[src/rtl/use_output_arbiter.sv]
// use_output_arbiter: round-robin grant over the stream-element array.
// The winning element's record is captured into a local buffer, acked once,
// and serialized onto a single AXI4-Stream master, one bus word per beat.
module use_output_arbiter #(
  parameter int NUM_ELEMENTS         = 4,
  parameter int MAX_USE_BYTES        = 38,
  parameter int DATA_BUS_WIDTH_BYTES = 8,
  parameter int LEN_WIDTH            = 6,
  parameter int CNT_WIDTH            = 16,
  localparam int TID_W               = $clog2(NUM_ELEMENTS)
) (
  input  logic                                        clk,
  input  logic                                        reset,
  input  logic [NUM_ELEMENTS-1:0]                     use_ready,
  input  logic [NUM_ELEMENTS*MAX_USE_BYTES*8-1:0]     use_data,
  input  logic [NUM_ELEMENTS*LEN_WIDTH-1:0]           use_len,
  output logic [NUM_ELEMENTS-1:0]                     use_ack,
  output logic [DATA_BUS_WIDTH_BYTES*8-1:0]           m_axis_tdata,
  output logic [DATA_BUS_WIDTH_BYTES-1:0]             m_axis_tkeep,
  output logic                                        m_axis_tlast,
  output logic [TID_W-1:0]                            m_axis_tid,
  output logic                                        m_axis_tvalid,
  input  logic                                        m_axis_tready,
  output logic [CNT_WIDTH-1:0]                        rec_count,
  output logic                                        err_oversize
);

  localparam int DW        = DATA_BUS_WIDTH_BYTES;
  localparam int SLOT_W    = MAX_USE_BYTES * 8;
  localparam int BUS_W     = DW * 8;
  localparam int MAX_BEATS = (MAX_USE_BYTES + DW - 1) / DW;
  localparam int BUF_W     = MAX_BEATS * BUS_W;
  localparam int BEAT_W    = $clog2(MAX_BEATS + 1);

  typedef enum logic [1:0] {S_IDLE, S_SEND, S_DROP} state_t;

  state_t                  state_q;
  logic [NUM_ELEMENTS-1:0] ack_q;
  logic [TID_W-1:0]        rr_ptr_q;
  logic [TID_W-1:0]        tid_q;
  logic [BUF_W-1:0]        buf_q;
  logic [LEN_WIDTH-1:0]    len_q;
  logic [BEAT_W-1:0]       beat_q;
  logic                    tvalid_q;
  logic                    tlast_q;
  logic [BUS_W-1:0]        tdata_q;
  logic [DW-1:0]           tkeep_q;
  logic [CNT_WIDTH-1:0]    rec_count_q;
  logic                    err_q;

  // Per-element views of the flat input buses and per-beat views of the buffer.
  logic [SLOT_W-1:0]    slot_data [NUM_ELEMENTS];
  logic [LEN_WIDTH-1:0] slot_len  [NUM_ELEMENTS];
  logic [BUS_W-1:0]     beat_word [MAX_BEATS];

  generate
    for (genvar gi = 0; gi < NUM_ELEMENTS; gi++) begin : g_slot
      assign slot_data[gi] = use_data[gi*SLOT_W +: SLOT_W];
      assign slot_len[gi]  = use_len[gi*LEN_WIDTH +: LEN_WIDTH];
    end
    for (genvar gi = 0; gi < MAX_BEATS; gi++) begin : g_beat
      assign beat_word[gi] = buf_q[gi*BUS_W +: BUS_W];
    end
  endgenerate

  logic                 grant_found;
  logic [TID_W-1:0]     grant_idx;

  // Round-robin search starting just after the last winner.
  always_comb begin
    grant_found = 1'b0;
    grant_idx   = '0;
    for (int j = 1; j <= NUM_ELEMENTS; j++) begin
      if (!grant_found && use_ready[(int'(rr_ptr_q) + j) % NUM_ELEMENTS]) begin
        grant_found = 1'b1;
        grant_idx   = TID_W'((int'(rr_ptr_q) + j) % NUM_ELEMENTS);
      end
    end
  end

  logic                 oversize;
  logic [LEN_WIDTH-1:0] grant_len;
  logic [DW-1:0]        first_keep;
  logic                 first_last;
  logic [BEAT_W-1:0]    next_beat;
  logic [BUS_W-1:0]     next_data;
  logic [DW-1:0]        next_keep;
  logic                 next_last;

  // Length clamp for the candidate, and keep/last for the first and the following beat.
  always_comb begin
    oversize   = slot_len[grant_idx] > LEN_WIDTH'(MAX_USE_BYTES);
    grant_len  = oversize ? LEN_WIDTH'(MAX_USE_BYTES) : slot_len[grant_idx];
    first_last = int'(grant_len) <= DW;
    next_beat  = beat_q + 1'b1;
    next_last  = (int'(next_beat) + 1) * DW >= int'(len_q);
    next_data  = (int'(next_beat) < MAX_BEATS) ? beat_word[next_beat] : '0;
    first_keep = '0;
    next_keep  = '0;
    for (int b = 0; b < DW; b++) begin
      first_keep[b] = b < int'(grant_len);
      next_keep[b]  = (int'(next_beat) * DW + b) < int'(len_q);
    end
  end

  // Grant / send / drop state machine; every output comes straight from a register.
  always_ff @(posedge clk) begin
    if (reset) begin
      state_q     <= S_IDLE;
      ack_q       <= '0;
      rr_ptr_q    <= TID_W'(NUM_ELEMENTS - 1);
      tid_q       <= '0;
      buf_q       <= '0;
      len_q       <= '0;
      beat_q      <= '0;
      tvalid_q    <= 1'b0;
      tlast_q     <= 1'b0;
      tdata_q     <= '0;
      tkeep_q     <= '0;
      rec_count_q <= '0;
      err_q       <= 1'b0;
    end else begin
      ack_q <= '0;
      case (state_q)
        S_IDLE: begin
          if (grant_found) begin
            buf_q    <= BUF_W'(slot_data[grant_idx]);
            len_q    <= grant_len;
            rr_ptr_q <= grant_idx;
            tid_q    <= grant_idx;
            beat_q   <= '0;
            ack_q    <= NUM_ELEMENTS'(1) << grant_idx;
            if (oversize) err_q <= 1'b1;
            if (grant_len == '0) begin
              state_q <= S_DROP;
            end else begin
              state_q  <= S_SEND;
              tvalid_q <= 1'b1;
              tdata_q  <= slot_data[grant_idx][BUS_W-1:0];
              tkeep_q  <= first_keep;
              tlast_q  <= first_last;
            end
          end
        end
        S_SEND: begin
          if (tvalid_q && m_axis_tready) begin
            if (tlast_q) begin
              tvalid_q    <= 1'b0;
              tlast_q     <= 1'b0;
              rec_count_q <= rec_count_q + 1'b1;
              state_q     <= S_IDLE;
            end else begin
              beat_q  <= next_beat;
              tdata_q <= next_data;
              tkeep_q <= next_keep;
              tlast_q <= next_last;
            end
          end
        end
        S_DROP: state_q <= S_IDLE;
        default: state_q <= S_IDLE;
      endcase
    end
  end

  assign use_ack       = ack_q;
  assign m_axis_tdata  = tdata_q;
  assign m_axis_tkeep  = tkeep_q;
  assign m_axis_tlast  = tlast_q;
  assign m_axis_tid    = tid_q;
  assign m_axis_tvalid = tvalid_q;
  assign rec_count     = rec_count_q;
  assign err_oversize  = err_q;

endmodule

[config.mk]
export PLATFORM = sky130hd
export DESIGN_NAME = use_output_arbiter
export DESIGN_NICKNAME = d
export VERILOG_FILES = /design/src/rtl/use_output_arbiter.sv
export SDC_FILE = /design/constraint.sdc
export NUM_CORES = 2
export LEC_CHECK = 0
export BUFFER_PORTS_ARGS = -buffer_cell sky130_fd_sc_hd__buf_4
export CAP_MARGIN = 20
export CELL_PAD_IN_SITES_DETAIL_PLACEMENT = 0
export CELL_PAD_IN_SITES_GLOBAL_PLACEMENT = 1
export CORE_AREA = 5 5 517 519
export DETAILED_ROUTE_END_ITERATION = 6
export DIE_AREA = 0 0 522 524
export PLACE_DENSITY_LB_ADDON = 0.1
export SYNTH_ARGS = -nofsm -noshare
export SYNTH_HDL_FRONTEND = slang
export SYNTH_SLANG_ARGS = --single-unit
[constraint.sdc]
create_clock -name clk -period 5.8 [get_ports clk]
set_input_delay 0.29 -clock clk [delete_from_list [all_inputs] [get_ports clk]]
set_output_delay 0.29 -clock clk [all_outputs]
set_load 0.02 [all_outputs]
==> flow_metrics.tcl <==
set metrics [dict create \
    total_switching_power_uw 4770 \
    ys_warn_count 0 \
    die_x_um 522 \
    skew_ns 0.0268 \
    grt_antenna_before_repair 71 \
    hpwlAfterDp_mm 187 \
    postSynth.topFlopCell "sky130_fd_sc_hd__dfxtp_1" \
    timing.critical_path.required_ns 6.37 \
    drive_above_1_share_pct 29.5 \
    total_leakage_power_uw 0.0191 \
    crit_type "reg2reg" \
    worstRegToRegCells 11 \
    full_die_area_um2 274000 \
    worst_slack_ns 1.34 \
    core_um2 262000 \
    wl_per_cell_um 26.5 \
    worst_rel_slew_slack_pct 29.9 \
    hold_viol_final 0 \
    num_vias 34700 \
    hold_class "in2reg" \
    critPathArrivalTime_ns 5.03 \
    cts.hold.buffers_added 252 \
    first_pass_grt_wire_length_mm 318 \
    crit_fanout 64 \
    fill_cells 30400 \
    pin_count 1344 \
    synth_seq_area_share_pct 31.4 \
    top_area_cell_type_share_of_the_netlist_area_pct 31.4 \
    share_of_power_burned_in_registers_pct 29.1 \
    sequential_cell_area_um2 8290 \
    finalCritPeriodShare_pct 76.9 \
    syn-instance-count 4031 \
    grt_most_used_layer "met2" \
    timing.final.max_slew_violations 0 \
    drt_pre_antenna_iters 7 \
    max-vdd-ir-drop_uv 201 \
    cts_tree "yes" \
    grt_pass1_vias 36400 \
    grt_setup_unrepaired "false" \
    max-cap-violations 0 \
    fin_tns_setup_ns 0 \
    area.growth.synth_to_final_pct 68.8 \
    postSynthAreaPerCell_um2 6.54 \
    cts_post_setup_buffers_inserted 0 \
    gp_congestion 0.831 \
    total_setup_violations_reported_at_the_end_of_the_flow 0 \
    switching_fraction_pct 39.2 \
    globalRouteTotalUtil_pct 16.5 \
    worst_setup_path_start_kind "flip-flop" \
    insertion_delay_ns 0.68 \
    ctsLongestPathBuffers 3 \
    rows 188 \
    cellPowerDensity_nw_per_um2 274 \
    finish.net_count 6643 \
    netlist-cell-type-count 53 \
    postRouteAntennaNets 0 \
    cts.clk_slew.worst_paths_ns 0.06 \
    p_comb_share_pct 40.6 \
    worst_hold_path.num_cells 5 \
    cp-end-kind "flip-flop" \
    grt.met1_usage_pct 20.7 \
    floorplan.initialDensity_pct 10.1 \
    synth_seq_cells 414 \
    count_of_flip_flops_with_a_built_in_enable_after_synthesis 0 \
    totalWireLength_mm 237 \
    place_area_um2 40000 \
    mappedNetlistArea_um2 26400 \
    dpl_worst_slack_ns 1.99 \
    worst_slew_pin_slew_ns 1.05 \
    yosys.area.top_type "sky130_fd_sc_hd__dfxtp_1" \
    multiInputGateArea_um2 16400 \
    share_clk_of_total_power_pct 30.4 \
    yosysMostFrequentCell "sky130_fd_sc_hd__nand2_1" \
    async_reset_ff_share_pct 0 \
    maxClockFrequency_ghz 0.224 \
    cts_repair_resize_count 0 \
    detailedRoute.firstIterationViolations 1763 \
    cts_made_buffers 58 \
    run_status "finished clean" \
    drt-vias-per-instance 3.87 \
    setup.reg_to_reg.worst_slack_ns 1.34 \
    synth.net_count 5288 \
    gr-usage-met2_pct 28.5 \
    cts.htree.levels 2 \
    cts.root.buffer_cell "sky130_fd_sc_hd__clkbuf_16" \
    drt_drc_violations_left 0 \
    portBuffers 1343 \
    synth.cells.most_frequent "sky130_fd_sc_hd__nand2_1 (1,596), sky130_fd_sc_hd__nand3_1 (726), sky130_fd_sc_hd__dfxtp_1 (414)" \
    die_h_um 524 \
    grt_use_met3_pct 4.91 \
    globalRoute.totalOverflow 0 \
    grt_start_max_net_pins 141 \
    ys_top_cells_by_area "sky130_fd_sc_hd__dfxtp_1 (31%), sky130_fd_sc_hd__nand2_1 (23%), sky130_fd_sc_hd__nand3_1 (14%)" \
    cell_internal_power_dissipation_uw 7400 \
    min_period_ns 4.46 \
    design_area_um2 44500 \
    cts_sinks 414 \
]
-- kinds of logic (layout without fill, tap and decap cells) --
family | after synthesis | count (layout) | synth area share (%)
AND/OR/NAND/NOR | 2545 | 2545 | 40.8
multiplexers | 90 | 90 | 6.48
AO/OA/AOI/OAI | 572 | 572 | 13.6
adder cells (fa/ha/maj) | 10 | 10 | 0.475
buffers and inverters | 381 | 1780 | 6.59
other | 0 | 14 | 0
flip-flops | 414 | 414 | 31.4
XOR/XNOR | 19 | 19 | 0.631
-- cell type report --
| type | instances | area share (%) |
|---|---|---|
| inverters | 12 | 0.101 |
| repair buffers | 1664 | 30.1 |
| well taps | 3515 | 9.88 |
| clock inverters | 14 | 0.374 |
| clock buffers | 90 | 3.92 |
| diodes | 14 | 0.0787 |
| multi-input cells | 3236 | 36.9 |
| flip-flops and latches | 414 | 18.6 |
-- critical path, stage by stage, from the launching register on --
cell,delay (ns)
sky130_fd_sc_hd__dfxtp_1,0.48
sky130_fd_sc_hd__o21ai_1,0.20
sky130_fd_sc_hd__o221ai_4,0.58
sky130_fd_sc_hd__buf_12,0.27
sky130_fd_sc_hd__buf_4,0.37
sky130_fd_sc_hd__buf_4,0.67
sky130_fd_sc_hd__nand2_1,0.12
sky130_fd_sc_hd__nand3_1,0.10
sky130_fd_sc_hd__dlygate4sd3_1,0.56
sky130_fd_sc_hd__nand3_1,0.07
sky130_fd_sc_hd__dlygate4sd3_1,0.61
sky130_fd_sc_hd__a21oi_1,0.12
-- layer usage --
metal,vias up,share of wire [%]
li1,16600,-
met1,16800,43
met2,1132,48
met3,186,7.3
met4,52,1.2
met5,-,0.13
-- power by group through the flow --
| stage | combinational [uW] | sequential (uW) | clock (uW) |
|---|---|---|---|
| finish | 4940 | 3540 | 3700 |
| CTS | 5120 | 3550 | 3890 |
| floorplan | 2360 | 3570 | 0 |
| global route | 5440 | 3590 | 3970 |
| detailed placement | 4810 | 3610 | 0 |
| global placement | 4800 | 3610 | 0 |
-- registers in the layout, summed over array words and instances, names as in the netlist --
signal and count:
beat_q 3, buf_q 304, err_oversize 1, len_q 6
m_axis_tdata 64, m_axis_tid 2, m_axis_tkeep 8, m_axis_tlast 1
m_axis_tvalid 1, rec_count 16, rr_ptr_q 2, state_q 2
use_ack 4
-- layout by cell type, fill, tap and decap left out, types with 8 or more instances in the layout --
cell type and instances:
sky130_fd_sc_hd__xor2_1 10, sky130_fd_sc_hd__a211oi_1 50, sky130_fd_sc_hd__clkinv_2 8, sky130_fd_sc_hd__clkbuf_8 15, sky130_fd_sc_hd__o21ai_0 21, sky130_fd_sc_hd__buf_12 21
sky130_fd_sc_hd__a31oi_1 67, sky130_fd_sc_hd__nor2_1 104, sky130_fd_sc_hd__a211oi_2 17, sky130_fd_sc_hd__nor4_1 10, sky130_fd_sc_hd__dfxtp_1 413, sky130_fd_sc_hd__ha_1 9
sky130_fd_sc_hd__nor3_1 18, sky130_fd_sc_hd__a222oi_1 48, sky130_fd_sc_hd__and3_1 67, sky130_fd_sc_hd__nand3_1 726, sky130_fd_sc_hd__buf_4 1390, sky130_fd_sc_hd__nand2_1 1595
sky130_fd_sc_hd__clkbuf_16 59, sky130_fd_sc_hd__dlygate4sd3_1 252, sky130_fd_sc_hd__clkbuf_1 16, sky130_fd_sc_hd__mux2i_1 21, sky130_fd_sc_hd__mux4_2 64, sky130_fd_sc_hd__inv_1 12
sky130_fd_sc_hd__xnor2_1 9, sky130_fd_sc_hd__a21oi_1 323, sky130_fd_sc_hd__a22oi_1 19, sky130_fd_sc_hd__diode_2 14
-- final timing paths --
| kind | startpoint | to |
|---|---|---|
| setup reg to reg | rr_ptr_q[1]$_SDFFE_PP1P_ | buf_q[92]$_SDFFE_PP0P_ |
| hold / removal | use_data[382] | buf_q[78]$_SDFFE_PP0P_ |
| hold reg to reg | buf_q[118]$_SDFFE_PP0P_ | buf_q[118]$_SDFFE_PP0P_ |
| setup / recovery | rr_ptr_q[1]$_SDFFE_PP1P_ | buf_q[92]$_SDFFE_PP0P_ |
-- stage by stage --
stage / std cells / hold WS [ns] / total power (uW) / util (%)
detailed placement: 8589 / 0.445 / 8420 / 15.3
finish: 8959 / 0.0662 / 12200 / 17.0
global placement: 8589 / 0.441 / 8410 / 15.3
global route: 8949 / 0.0274 / 13000 / 17.0
CTS: 8945 / 0.000155 / 12600 / 17.0
floorplan: 4031 / 0.432 / 5920 / -
No activity file was read; power rests on OpenSTA's default activity.
